<file path="config.mk">
export PLATFORM = sky130hd
export DESIGN_NAME = alu_exec_flat
export DESIGN_NICKNAME = d
export VERILOG_FILES = /design/src/rtl/alu_exec_pkg.sv /design/src/rtl/alu_exec_if.sv /design/src/rtl/alu_exec_shift.sv /design/src/rtl/alu_exec.sv /design/src/flat_wrapper.sv
export SDC_FILE = /design/constraint.sdc
export NUM_CORES = 1
export LEC_CHECK = 0
export CAP_MARGIN = 15
export CORE_MARGIN = 8
export CORE_UTILIZATION = 40
export CTS_CLUSTER_DIAMETER = 80
export CTS_CLUSTER_SIZE = 28
export DETAILED_ROUTE_END_ITERATION = 8
export PLACE_DENSITY = 0.74
export REMOVE_ABC_BUFFERS = 1
export SYNTH_ARGS = -nofsm -noshare
export SYNTH_HDL_FRONTEND = slang
export SYNTH_HIERARCHICAL = 1
export SYNTH_SLANG_ARGS = --single-unit
</file>
<file path="constraint.sdc">
create_clock -name clk -period 2.58 [get_ports clk]
set_input_delay 0.258 -clock clk [delete_from_list [all_inputs] [get_ports clk]]
set_output_delay 0.258 -clock clk [all_outputs]
set_load 0.01 [all_outputs]
</file>
<file path="src/rtl/alu_exec_pkg.sv">
// Shared types for the execute-stage ALU: the machine word, the ALU_CTRL_*
// operation codes (common with alu_ctrl_gen), the FSM state enum and the
// single-cycle ALU function.
package alu_exec_pkg;

  typedef logic [31:0] word_t;

  localparam word_t ALU_CTRL_ADD  = 32'h0000_0000;
  localparam word_t ALU_CTRL_SUB  = 32'h0000_0001;
  localparam word_t ALU_CTRL_XOR  = 32'h0000_0002;
  localparam word_t ALU_CTRL_OR   = 32'h0000_0003;
  localparam word_t ALU_CTRL_AND  = 32'h0000_0004;
  localparam word_t ALU_CTRL_SLL  = 32'h0000_0005;
  localparam word_t ALU_CTRL_SRL  = 32'h0000_0006;
  localparam word_t ALU_CTRL_SRA  = 32'h0000_0007;
  localparam word_t ALU_CTRL_SEQ  = 32'h0000_0008;
  localparam word_t ALU_CTRL_SLT  = 32'h0000_0009;
  localparam word_t ALU_CTRL_SGE  = 32'h0000_000A;
  localparam word_t ALU_CTRL_SLTU = 32'h0000_000B;
  localparam word_t ALU_CTRL_SGEU = 32'h0000_000C;

  typedef enum logic [1:0] {
    IDLE  = 2'd0,
    SHIFT = 2'd1,
    DONE  = 2'd2
  } alu_exec_state_t;

  typedef enum logic [1:0] {
    SHK_SLL = 2'd0,
    SHK_SRL = 2'd1,
    SHK_SRA = 2'd2
  } shift_kind_t;

  function automatic logic is_shift_op(word_t ctrl);
    return (ctrl == ALU_CTRL_SLL) || (ctrl == ALU_CTRL_SRL) || (ctrl == ALU_CTRL_SRA);
  endfunction

  // Shift ops return op_a here: this path is only taken for a zero shift amount.
  function automatic word_t alu_single(word_t ctrl, word_t a, word_t b);
    word_t r;
    case (ctrl)
      ALU_CTRL_ADD:  r = a + b;
      ALU_CTRL_SUB:  r = a - b;
      ALU_CTRL_XOR:  r = a ^ b;
      ALU_CTRL_OR:   r = a | b;
      ALU_CTRL_AND:  r = a & b;
      ALU_CTRL_SLL,
      ALU_CTRL_SRL,
      ALU_CTRL_SRA:  r = a;
      ALU_CTRL_SEQ:  r = {31'd0, (a == b)};
      ALU_CTRL_SLT:  r = {31'd0, ($signed(a) <  $signed(b))};
      ALU_CTRL_SGE:  r = {31'd0, ($signed(a) >= $signed(b))};
      ALU_CTRL_SLTU: r = {31'd0, (a <  b)};
      ALU_CTRL_SGEU: r = {31'd0, (a >= b)};
      default:       r = 32'd0;
    endcase
    return r;
  endfunction

endpackage

</file>
<file path="src/rtl/alu_exec_if.sv">
// Operand/result handshake bundle between the issue logic and alu_exec.
interface alu_exec_if;

  logic                in_valid;
  logic                in_ready;
  alu_exec_pkg::word_t alu_ctrl;
  alu_exec_pkg::word_t op_a;
  alu_exec_pkg::word_t op_b;
  logic                out_valid;
  logic                out_ready;
  alu_exec_pkg::word_t result;

  modport master (
    output in_valid, alu_ctrl, op_a, op_b, out_ready,
    input  in_ready, out_valid, result
  );

  modport slave (
    input  in_valid, alu_ctrl, op_a, op_b, out_ready,
    output in_ready, out_valid, result
  );

endinterface

</file>
<file path="src/rtl/alu_exec_shift.sv">
// Iterative shifter: moves the operand by at most SHIFT_STEP bits per cycle
// so no full barrel shifter sits in the execute path. 'done' is high in the
// cycle that performs the final step; 'next_value' is the value after it.
module alu_shift_unit
  import alu_exec_pkg::*;
#(
  parameter int SHIFT_STEP = 1
) (
  input  logic        clk,
  input  logic        rst_n,
  input  logic        kill,
  input  logic        start,
  input  shift_kind_t kind,
  input  word_t       value,
  input  logic [4:0]  shamt,
  output logic        busy,
  output logic        done,
  output word_t       next_value
);

  localparam logic [5:0] STEP_W = 6'(SHIFT_STEP);

  word_t       shreg_r;
  logic [5:0]  rem_r;
  shift_kind_t kind_r;
  logic [5:0]  step_s;
  word_t       shifted_s;

  // One shift step of min(SHIFT_STEP, remaining) in the captured direction.
  always_comb begin
    step_s    = 6'd0;
    shifted_s = shreg_r;
    if (rem_r > STEP_W) begin
      step_s = STEP_W;
    end else begin
      step_s = rem_r;
    end
    case (kind_r)
      SHK_SLL: shifted_s = shreg_r << step_s;
      SHK_SRL: shifted_s = shreg_r >> step_s;
      SHK_SRA: shifted_s = word_t'($signed(shreg_r) >>> step_s);
      default: shifted_s = shreg_r;
    endcase
  end

  assign busy       = (rem_r != 6'd0);
  assign done       = (rem_r != 6'd0) && (rem_r <= STEP_W);
  assign next_value = shifted_s;

  // Shift register and remaining count; kill drops any partial shift.
  always_ff @(posedge clk) begin
    if (!rst_n) begin
      shreg_r <= 32'd0;
      rem_r   <= 6'd0;
      kind_r  <= SHK_SLL;
    end else if (kill) begin
      shreg_r <= 32'd0;
      rem_r   <= 6'd0;
      kind_r  <= SHK_SLL;
    end else if (start) begin
      shreg_r <= value;
      rem_r   <= {1'b0, shamt};
      kind_r  <= kind;
    end else if (rem_r != 6'd0) begin
      shreg_r <= shifted_s;
      rem_r   <= rem_r - step_s;
    end else begin
      shreg_r <= shreg_r;
      rem_r   <= rem_r;
    end
  end

endmodule

</file>
<file path="src/rtl/alu_exec.sv">
// Execute-stage ALU: single-cycle ops complete with latency 1, shifts by a
// non-zero amount go through alu_shift_unit. Result is registered and held
// under backpressure; DONE can accept a new op in the same cycle its result
// is taken, giving one op per cycle for single-cycle ops.
module alu_exec
  import alu_exec_pkg::*;
#(
  parameter int SHIFT_STEP = 1
) (
  input  logic       clk,
  input  logic       rst_n,
  input  logic       flush,
  alu_exec_if.slave  bus
);

  alu_exec_state_t state_r;
  alu_exec_state_t next_state_s;
  word_t           result_r;
  logic            out_valid_r;
  logic            in_ready_s;
  logic            accept_s;
  logic            go_shift_s;
  logic            sh_start_s;
  logic            load_alu_s;
  logic            load_shift_s;
  shift_kind_t     kind_s;
  word_t           alu_res_s;
  logic            sh_busy_s;
  logic            sh_done_s;
  word_t           sh_next_s;

  assign accept_s   = bus.in_valid && in_ready_s;
  assign go_shift_s = is_shift_op(bus.alu_ctrl) && (bus.op_b[4:0] != 5'd0);
  assign alu_res_s  = alu_single(bus.alu_ctrl, bus.op_a, bus.op_b);

  // Map the shift opcode onto the shifter's direction/arith selector.
  always_comb begin
    kind_s = SHK_SLL;
    case (bus.alu_ctrl)
      ALU_CTRL_SLL: kind_s = SHK_SLL;
      ALU_CTRL_SRL: kind_s = SHK_SRL;
      ALU_CTRL_SRA: kind_s = SHK_SRA;
      default:      kind_s = SHK_SLL;
    endcase
  end

  // Ready: free in IDLE, pass-through of out_ready in DONE, never while flushing.
  always_comb begin
    in_ready_s = 1'b0;
    if (flush) begin
      in_ready_s = 1'b0;
    end else begin
      case (state_r)
        IDLE:    in_ready_s = 1'b1;
        DONE:    in_ready_s = bus.out_ready;
        default: in_ready_s = 1'b0;
      endcase
    end
  end

  // Next-state and datapath load strobes; flush abandons everything.
  always_comb begin
    next_state_s = state_r;
    sh_start_s   = 1'b0;
    load_alu_s   = 1'b0;
    load_shift_s = 1'b0;
    if (flush) begin
      next_state_s = IDLE;
    end else begin
      case (state_r)
        IDLE, DONE: begin
          if (accept_s) begin
            if (go_shift_s) begin
              next_state_s = SHIFT;
              sh_start_s   = 1'b1;
            end else begin
              next_state_s = DONE;
              load_alu_s   = 1'b1;
            end
          end else if ((state_r == DONE) && !bus.out_ready) begin
            next_state_s = DONE;
          end else begin
            next_state_s = IDLE;
          end
        end
        SHIFT: begin
          if (sh_done_s) begin
            next_state_s = DONE;
            load_shift_s = 1'b1;
          end else begin
            next_state_s = SHIFT;
          end
        end
        default: next_state_s = IDLE;
      endcase
    end
  end

  // State, output-valid and result registers.
  always_ff @(posedge clk) begin
    if (!rst_n) begin
      state_r     <= IDLE;
      out_valid_r <= 1'b0;
      result_r    <= 32'd0;
    end else begin
      state_r     <= next_state_s;
      out_valid_r <= (next_state_s == DONE);
      if (load_alu_s) begin
        result_r <= alu_res_s;
      end else if (load_shift_s) begin
        result_r <= sh_next_s;
      end else begin
        result_r <= result_r;
      end
    end
  end

  alu_shift_unit #(
    .SHIFT_STEP (SHIFT_STEP)
  ) u_shift (
    .clk        (clk),
    .rst_n      (rst_n),
    .kill       (flush),
    .start      (sh_start_s),
    .kind       (kind_s),
    .value      (bus.op_a),
    .shamt      (bus.op_b[4:0]),
    .busy       (sh_busy_s),
    .done       (sh_done_s),
    .next_value (sh_next_s)
  );

  assign bus.in_ready  = in_ready_s;
  assign bus.out_valid = out_valid_r;
  assign bus.result    = result_r;

endmodule

</file>
<file path="src/flat_wrapper.sv">
// flat-port wrapper written by rule: the top's interface ports become plain ports
module alu_exec_flat import alu_exec_pkg::*;
#(
  parameter int SHIFT_STEP = 1
)
  (clk, rst_n, flush, bus_in_valid, bus_alu_ctrl, bus_op_a, bus_op_b, bus_out_ready, bus_in_ready, bus_out_valid, bus_result);
  alu_exec_if bus_i ();
  input  logic clk;
  input  logic rst_n;
  input  logic flush;
  input wire logic [$bits(bus_i.in_valid)-1:0] bus_in_valid;
  input wire logic [$bits(bus_i.alu_ctrl)-1:0] bus_alu_ctrl;
  input wire logic [$bits(bus_i.op_a)-1:0] bus_op_a;
  input wire logic [$bits(bus_i.op_b)-1:0] bus_op_b;
  input wire logic [$bits(bus_i.out_ready)-1:0] bus_out_ready;
  output wire logic [$bits(bus_i.in_ready)-1:0] bus_in_ready;
  output wire logic [$bits(bus_i.out_valid)-1:0] bus_out_valid;
  output wire logic [$bits(bus_i.result)-1:0] bus_result;
  assign bus_i.in_valid = bus_in_valid;
  assign bus_i.alu_ctrl = bus_alu_ctrl;
  assign bus_i.op_a = bus_op_a;
  assign bus_i.op_b = bus_op_b;
  assign bus_i.out_ready = bus_out_ready;
  assign bus_in_ready = bus_i.in_ready;
  assign bus_out_valid = bus_i.out_valid;
  assign bus_result = bus_i.result;
  alu_exec #(.SHIFT_STEP(SHIFT_STEP)) u_core (.clk(clk), .rst_n(rst_n), .flush(flush), .bus(bus_i));
endmodule
</file>
Yosys cells after proc, flatten, opt, wreduce, memory -nomap -nowiden
Cells that the tools add are included.
{"block": "op_classes", "magnitude_cmp": 6, "shifts": 3, "muxes": 29, "n_reduce_logical": 18, "n_eq_ne": 18, "add_sub_neg": 3, "bitwise": 4}
{"operator": "$pmux 32 s11", "count": 1}
{"operator": "$eq 32x4->1 const B", "count": 5}
{"operator": "$eq 32x3->1 const B", "count": 4}
{"operator": "$mux 32", "count": 4}
{"operator": "$pmux 32 s3", "count": 1}
{"operator": "$eq 32x2->1 const B", "count": 2}
{"operator": "$ge 32x32->1", "count": 2}
{"operator": "$lt 32x32->1", "count": 2}
{"operator": "$add 32x32->32", "count": 1}
{"operator": "$and 32x32->32", "count": 1}
{"operator": "$eq 32x1->1 const B", "count": 1}
{"operator": "$eq 32x32->1", "count": 1}
{"operator": "$logic_not 32->1", "count": 1}
{"operator": "$or 32x32->32", "count": 1}
{"operator": "$shl 32x6->32", "count": 1}
{"operator": "$shr 32x6->32", "count": 1}
{"operator": "$sshr 32x6->32", "count": 1}
{"operator": "$sub 32x32->32", "count": 1}
{"operator": "$xor 32x32->32", "count": 1}
{"operator": "$mux 1", "count": 12}
{"operator": "$mux 2", "count": 5}
{"operator": "$mux 5", "count": 2}
{"operator": "$pmux 2 s2", "count": 2}
{"operator": "$eq 2x2->1 const B", "count": 3}
{"operator": "other kinds (16)", "count": 25}
{"block": "totals", "input_bits": 101, "out_inout_bits": 34, "register_bits": 75}

Longest topological paths before layout
{"block": "depth", "word_depth": 9, "mapped_depth": 14}

By module
Netlist, hierarchy kept.
{"module": "alu_exec", "seq_area_each_um2": 700.7, "area_each_um2": 7621.1, "n_inst": 1, "cells_per_inst": 1092}
{"module": "alu_shift_unit", "seq_area_each_um2": 800.8, "area_each_um2": 3000.4, "n_inst": 1, "cells_per_inst": 373}

Worst setup path before layout
No wires, ideal clock.
{"block": "synth_path", "path_kind": "input to register", "from": "input port bus_op_a[0]", "to": "register u_core.result_r[0] (netlist: u_core/bus.result[0])", "path_stages": 13, "t_arrival_ps": 2672, "setup_slack_ps": -219, "setup_ps": 127, "path_buffers": 0, "path_cell_list": "inv_1 -> ha_1 -> inv_1 -> fa_1 -> nor2b_1 -> o211ai_2 -> a31oi_1 -> nor4_2 -> o31ai_2 -> o21ai_0 -> or3b_1 -> a32oi_1 -> o21ai_1"}
{"block": "synth_between", "elab_chain_cells": 3}
{"item": "start, declared", "line_no": "flat_wrapper.sv:13", "rtl": "input wire logic [$bits(bus_i.op_a)-1:0] bus_op_a;"}
{"item": "$sub 32x32->32 (tied with other cells)", "line_no": "alu_exec_pkg.sv:43", "rtl": "ALU_CTRL_SUB: r = a - b;"}
{"item": "$pmux 32 s11 (*)", "line_no": "alu_exec_pkg.sv:41", "rtl": "case (ctrl)"}
{"item": "$mux 32 (*)", "line_no": "alu_exec.sv:108", "rtl": "if (load_alu_s) begin"}
{"item": "end signal, assigned", "line_no": "alu_exec.sv:109", "rtl": "result_r <= alu_res_s;"}
{"item": "end signal, assigned", "line_no": "alu_exec.sv:111", "rtl": "result_r <= sh_next_s;"}
{"item": "end signal, assigned", "line_no": "alu_exec.sv:113", "rtl": "result_r <= result_r;"}
{"item": "end, declared", "line_no": "alu_exec.sv:18", "rtl": "word_t result_r;"}
Mark *: on every way between the ends. The rest lies on a longest branch, timed or not.
A chain may end at the register's enable or synchronous reset.

Worst setup path in the final report
Ends and elaborated chain as after synthesis.

==> results <==
- The flow ran to the end, but the final reports show violations.
- The checks that failed: setup timing.
- Registers take 1510 µm².
- The clock tree skew after final layout is 0.00962 ns.
- The synthesis-stage register bit count is 75.
- Setup repair after global routing could not meet its margin everywhere.
- The register area share after synthesis is 14.1%.
- The estimated wirelength of the detail-placed design is 42400 µm.
- The full die area is 32000 µm².
- The last weighted congestion value of the routability-driven placer is 1.06.
- The via count of the first global-routing pass is 14600.
- Of the cells placed in the final design, the portion with a size suffix greater than 1 is 43.5%.
- The number of failing hold endpoints at the final stage came to 0.
- In this run the tool buffered the top-level ports with 134 buffer cells.
- The footprint of the multi-input gates is 9930 µm².
- The leakage power figure is 7.79 nW.
- The repair_antennas step left the layout with diodes totalling 0.
- The filler cell count is 1984.
- The cts-stage hold buffer count is 0.
- The final max-slew violation count came to 0.
- The worst-case IR drop observed on VDD is 0.000318 V.
- For this design the top-level I/O count stands at 135.
- The endpoint required time on the critical path is 2.84 ns.
- The routed layout has 15300 vias.
- Dividing the synthesized area by the synthesized cell count gives 7.25 µm².
- The tightest hold path in the finished design has a slack of 0.298 ns.
- Once the floorplan was initialized, standard cells occupied 40.8% of the core.
- Across the run, the number of max-cap violations was 0.
- The fmax is 360 MHz.
- The critical path arrival is 3.04 ns.
- The worst-case clock buffer depth is 2.
- After floorplanning, the core was divided into 59 placement rows.
- The layout overhead on the synthesized area is 72.2%.
- For this block, the initial DRC count from the detailed router was 2238.
- At the pin with the least slew margin, the transition time is 0.572 ns.
- The core footprint is 26100 µm².
- After layout, the worst setup slack is -0.200 ns.
- TritonCTS built the clock tree.
- The power density over cell area is 297 nW/µm².
- In the routed layout, each cell is associated on average with a via count of 6.43.
- The class of the worst hold path is in2reg.
- The number of antenna violations at the first check in global routing is 0.
- The pre-CTS setup slack is -1.09 ns.
- The final critical-path required period is 2.78 ns.
- Measured against its own limit, the worst slew margin works out to 61.8%.
- After clock tree synthesis, the clock-pin slew on the worst setup and hold paths is 0.07 ns.
- The share of the clock period used by the worst path is 108%.
- Summed over all failing endpoints, the final setup total negative slack is -0.857 ns.
- Setup violations remaining at the end of the flow were counted as 14.
- Across every metal layer, demand over resource in global routing totals 33.2%.
- The number of remaining DRC errors is 0.
- The largest net degree at the start of global routing is 88.
- In this run, placement finished with an instance count of 2286.
- The CTS H-tree depth is 3.
- Yosys mapped a number of flops with a built-in enable equal to 0.
- The async set or reset register ratio after synthesis is 0%.
- The Yosys step of the flow raised 6 warnings.
- The synthesized area is 10600 µm².
- The cell at the root of the clock tree is clkbuf_16.
- The number of routed nets with antenna violations is 0.
- The die is 179 µm tall.
- The average wire per cell in the routed design is 24.1 µm.
- The source-to-sink clock delay at the later pin of the worst-skew pair is 0.35 ns.
- The worst setup path is launched from an input port.
- The primary flip-flop cell chosen by synthesis mapping is dfxtp_1.
- In this run, distinct cell masters in the synthesized netlist total 100.
- The first global-routing pass estimated 83600 µm of wire.
- The worst setup path is captured at a flop.
- The count of non-filler cells in the finished layout is 2374.
- The worst setup path is of the in2reg kind.
- After global routing the overflow that remains totals 0.
- The wire length after detailed routing is 57200 µm.
- Once layout is complete, the utilization of the core stands at 70.2%.
- In the synthesized netlist, the number of instances is 1465.
- The first detailed-routing pass ran for 7 iterations.
- In this run, CTS created clock tree buffers numbering 9.
- The number of nets at the end of the flow is 2234.
- The CTS sink count is 75.
- The worst-path maximum fanout is 3.
- The horizontal die dimension is 179 µm.
cell usage in the layout, fill, tap and decap left out, types with 16 or more instances in the layout:
master           instances
a22oi_1                 22
a21oi_1                 85
a31oi_1                 28
nand2b_1                36
nor4_4                  16
o2111ai_1               29
and3_1                  28
buf_4                  455
a21o_1                  18
a41oi_1                 27
clkdlybuf4s50_1         71
nor3_1                  23
ha_4                    33
dlymetal6s2s_1          16
o21ai_1                 31
inv_1                   64
inv_2                   44
nand3_1                 50
a21oi_2                 20
o21ai_0                 81
o21ai_2                 17
buf_6                   52
ha_1                    56
dfxtp_1                 72
nand2_1                108
nor2_1                  82
dlygate4sd2_1           21
sequential cells by signal, summed over array words and instances (netlist names):
signal,cells
u_core/u_shift/rem_r,6
u_core/bus.result,32
u_core/u_shift/shreg_r,32
u_core/u_shift/kind_r,2
u_core/state_r,2
u_core/bus.out_valid,1
critical path: stages:
cell	delay (ns)
buf_8	0.11
inv_6	0.05
ha_4	0.14
inv_2	0.04
fa_2	0.33
nor2b_4	0.15
o211ai_4	0.24
a31oi_4	0.16
nor4_4	0.30
buf_4	0.17
o31ai_4	0.09
a21o_1	0.18
buf_4	0.13
nor4_1	0.40
a2111oi_2	0.08
o21ai_1	0.19
area by class of cell:
type                       count  area share [%]
clock inverter                 7           0.664
sequential                    75            8.23
tap                          335            2.29
clock buffer                   9            1.23
multi-input combinational   1178            54.3
inverter                     110            2.31
timing repair buffer         660            31.0
metal layers:
layer / share of wire (%) / vias up / global-route usage, %
met5: 0 / - / 0
met4: 5.3 / 0 / 15.1
met3: 11 / 262 / 7.31
met2: 44 / 1099 / 51.1
met1: 39 / 7198 / 43.4
li1: - / 6704 / -
cells in the mapped netlist (28+ instances only):
cell type    n  share of area, %
and3_1      28               1.6
a31oi_1     31               1.8
ha_1        97                11
a21oi_1    112               5.3
o21ai_0    105               4.9
o2111ai_1   36               3.0
nor3_1      33               1.6
nand3_1     58               2.7
clkbuf_1    72               2.5
inv_1      108               3.8
a22oi_1     28               2.0
nor2_1      90               3.2
a41oi_1     29               2.4
nand2_1    116               4.1
nand2b_1    38               2.2
dfxtp_1     75                14
report_power, final:
group | leakage (nW) | total (mW) | switching, mW | internal, mW
Combinational | 7.01 | 2.69 | 1.41 | 1.28
Clock | 0.171 | 1.54 | 0.586 | 0.956
Sequential | 0.609 | 1.19 | 0.0144 | 1.18
final timing paths:
check	start	to	slack, ns	cells after the start
worst min-delay path	bus_op_a[5]	u_core/u_shift/shreg_r[5]	0.30	3
worst max-delay path	bus_op_a[0]	u_core/bus.result[0]	-0.20	16
worst max register to register	u_core/u_shift/rem_r[1]	u_core/bus.result[31]	-0.13	14
worst min register to register	u_core/bus.result[5]	u_core/bus.result[5]	0.51	2
logic make-up (layout without fill, tap and decap cells):
| kind of cell | count (synthesis) | count (layout) | synth area share, % |
|---|---|---|---|
| DFF | 75 | 75 | 14.1 |
| adders and majority gates | 99 | 99 | 11.8 |
| buffers and inverters | 212 | 786 | 8.06 |
| and+or+nand+nor | 490 | 490 | 25.8 |
| muxes | 11 | 11 | 1.07 |
| AOI/OAI and AO/OA | 568 | 568 | 38.3 |
| xor gates and xnor gates | 10 | 10 | 0.825 |
metrics by stage:
stage | total power, mW | cell area [µm²]
after CTS | 5.11 | 17200
final | 5.43 | 18300
after global placement | 3.25 | 15500
after global routing | 5.60 | 18300
after floorplan | 2.06 | 10200
after detailed placement | 3.26 | 15500
repair_timing:
action                     in CTS  in global routing
buffers inserted               36                 35
setup endpoints to repair      30                 68
cloned                          0                  3
resized for setup             329                209
pin swaps                      90                 96
(Power assumes the default switching activity.)
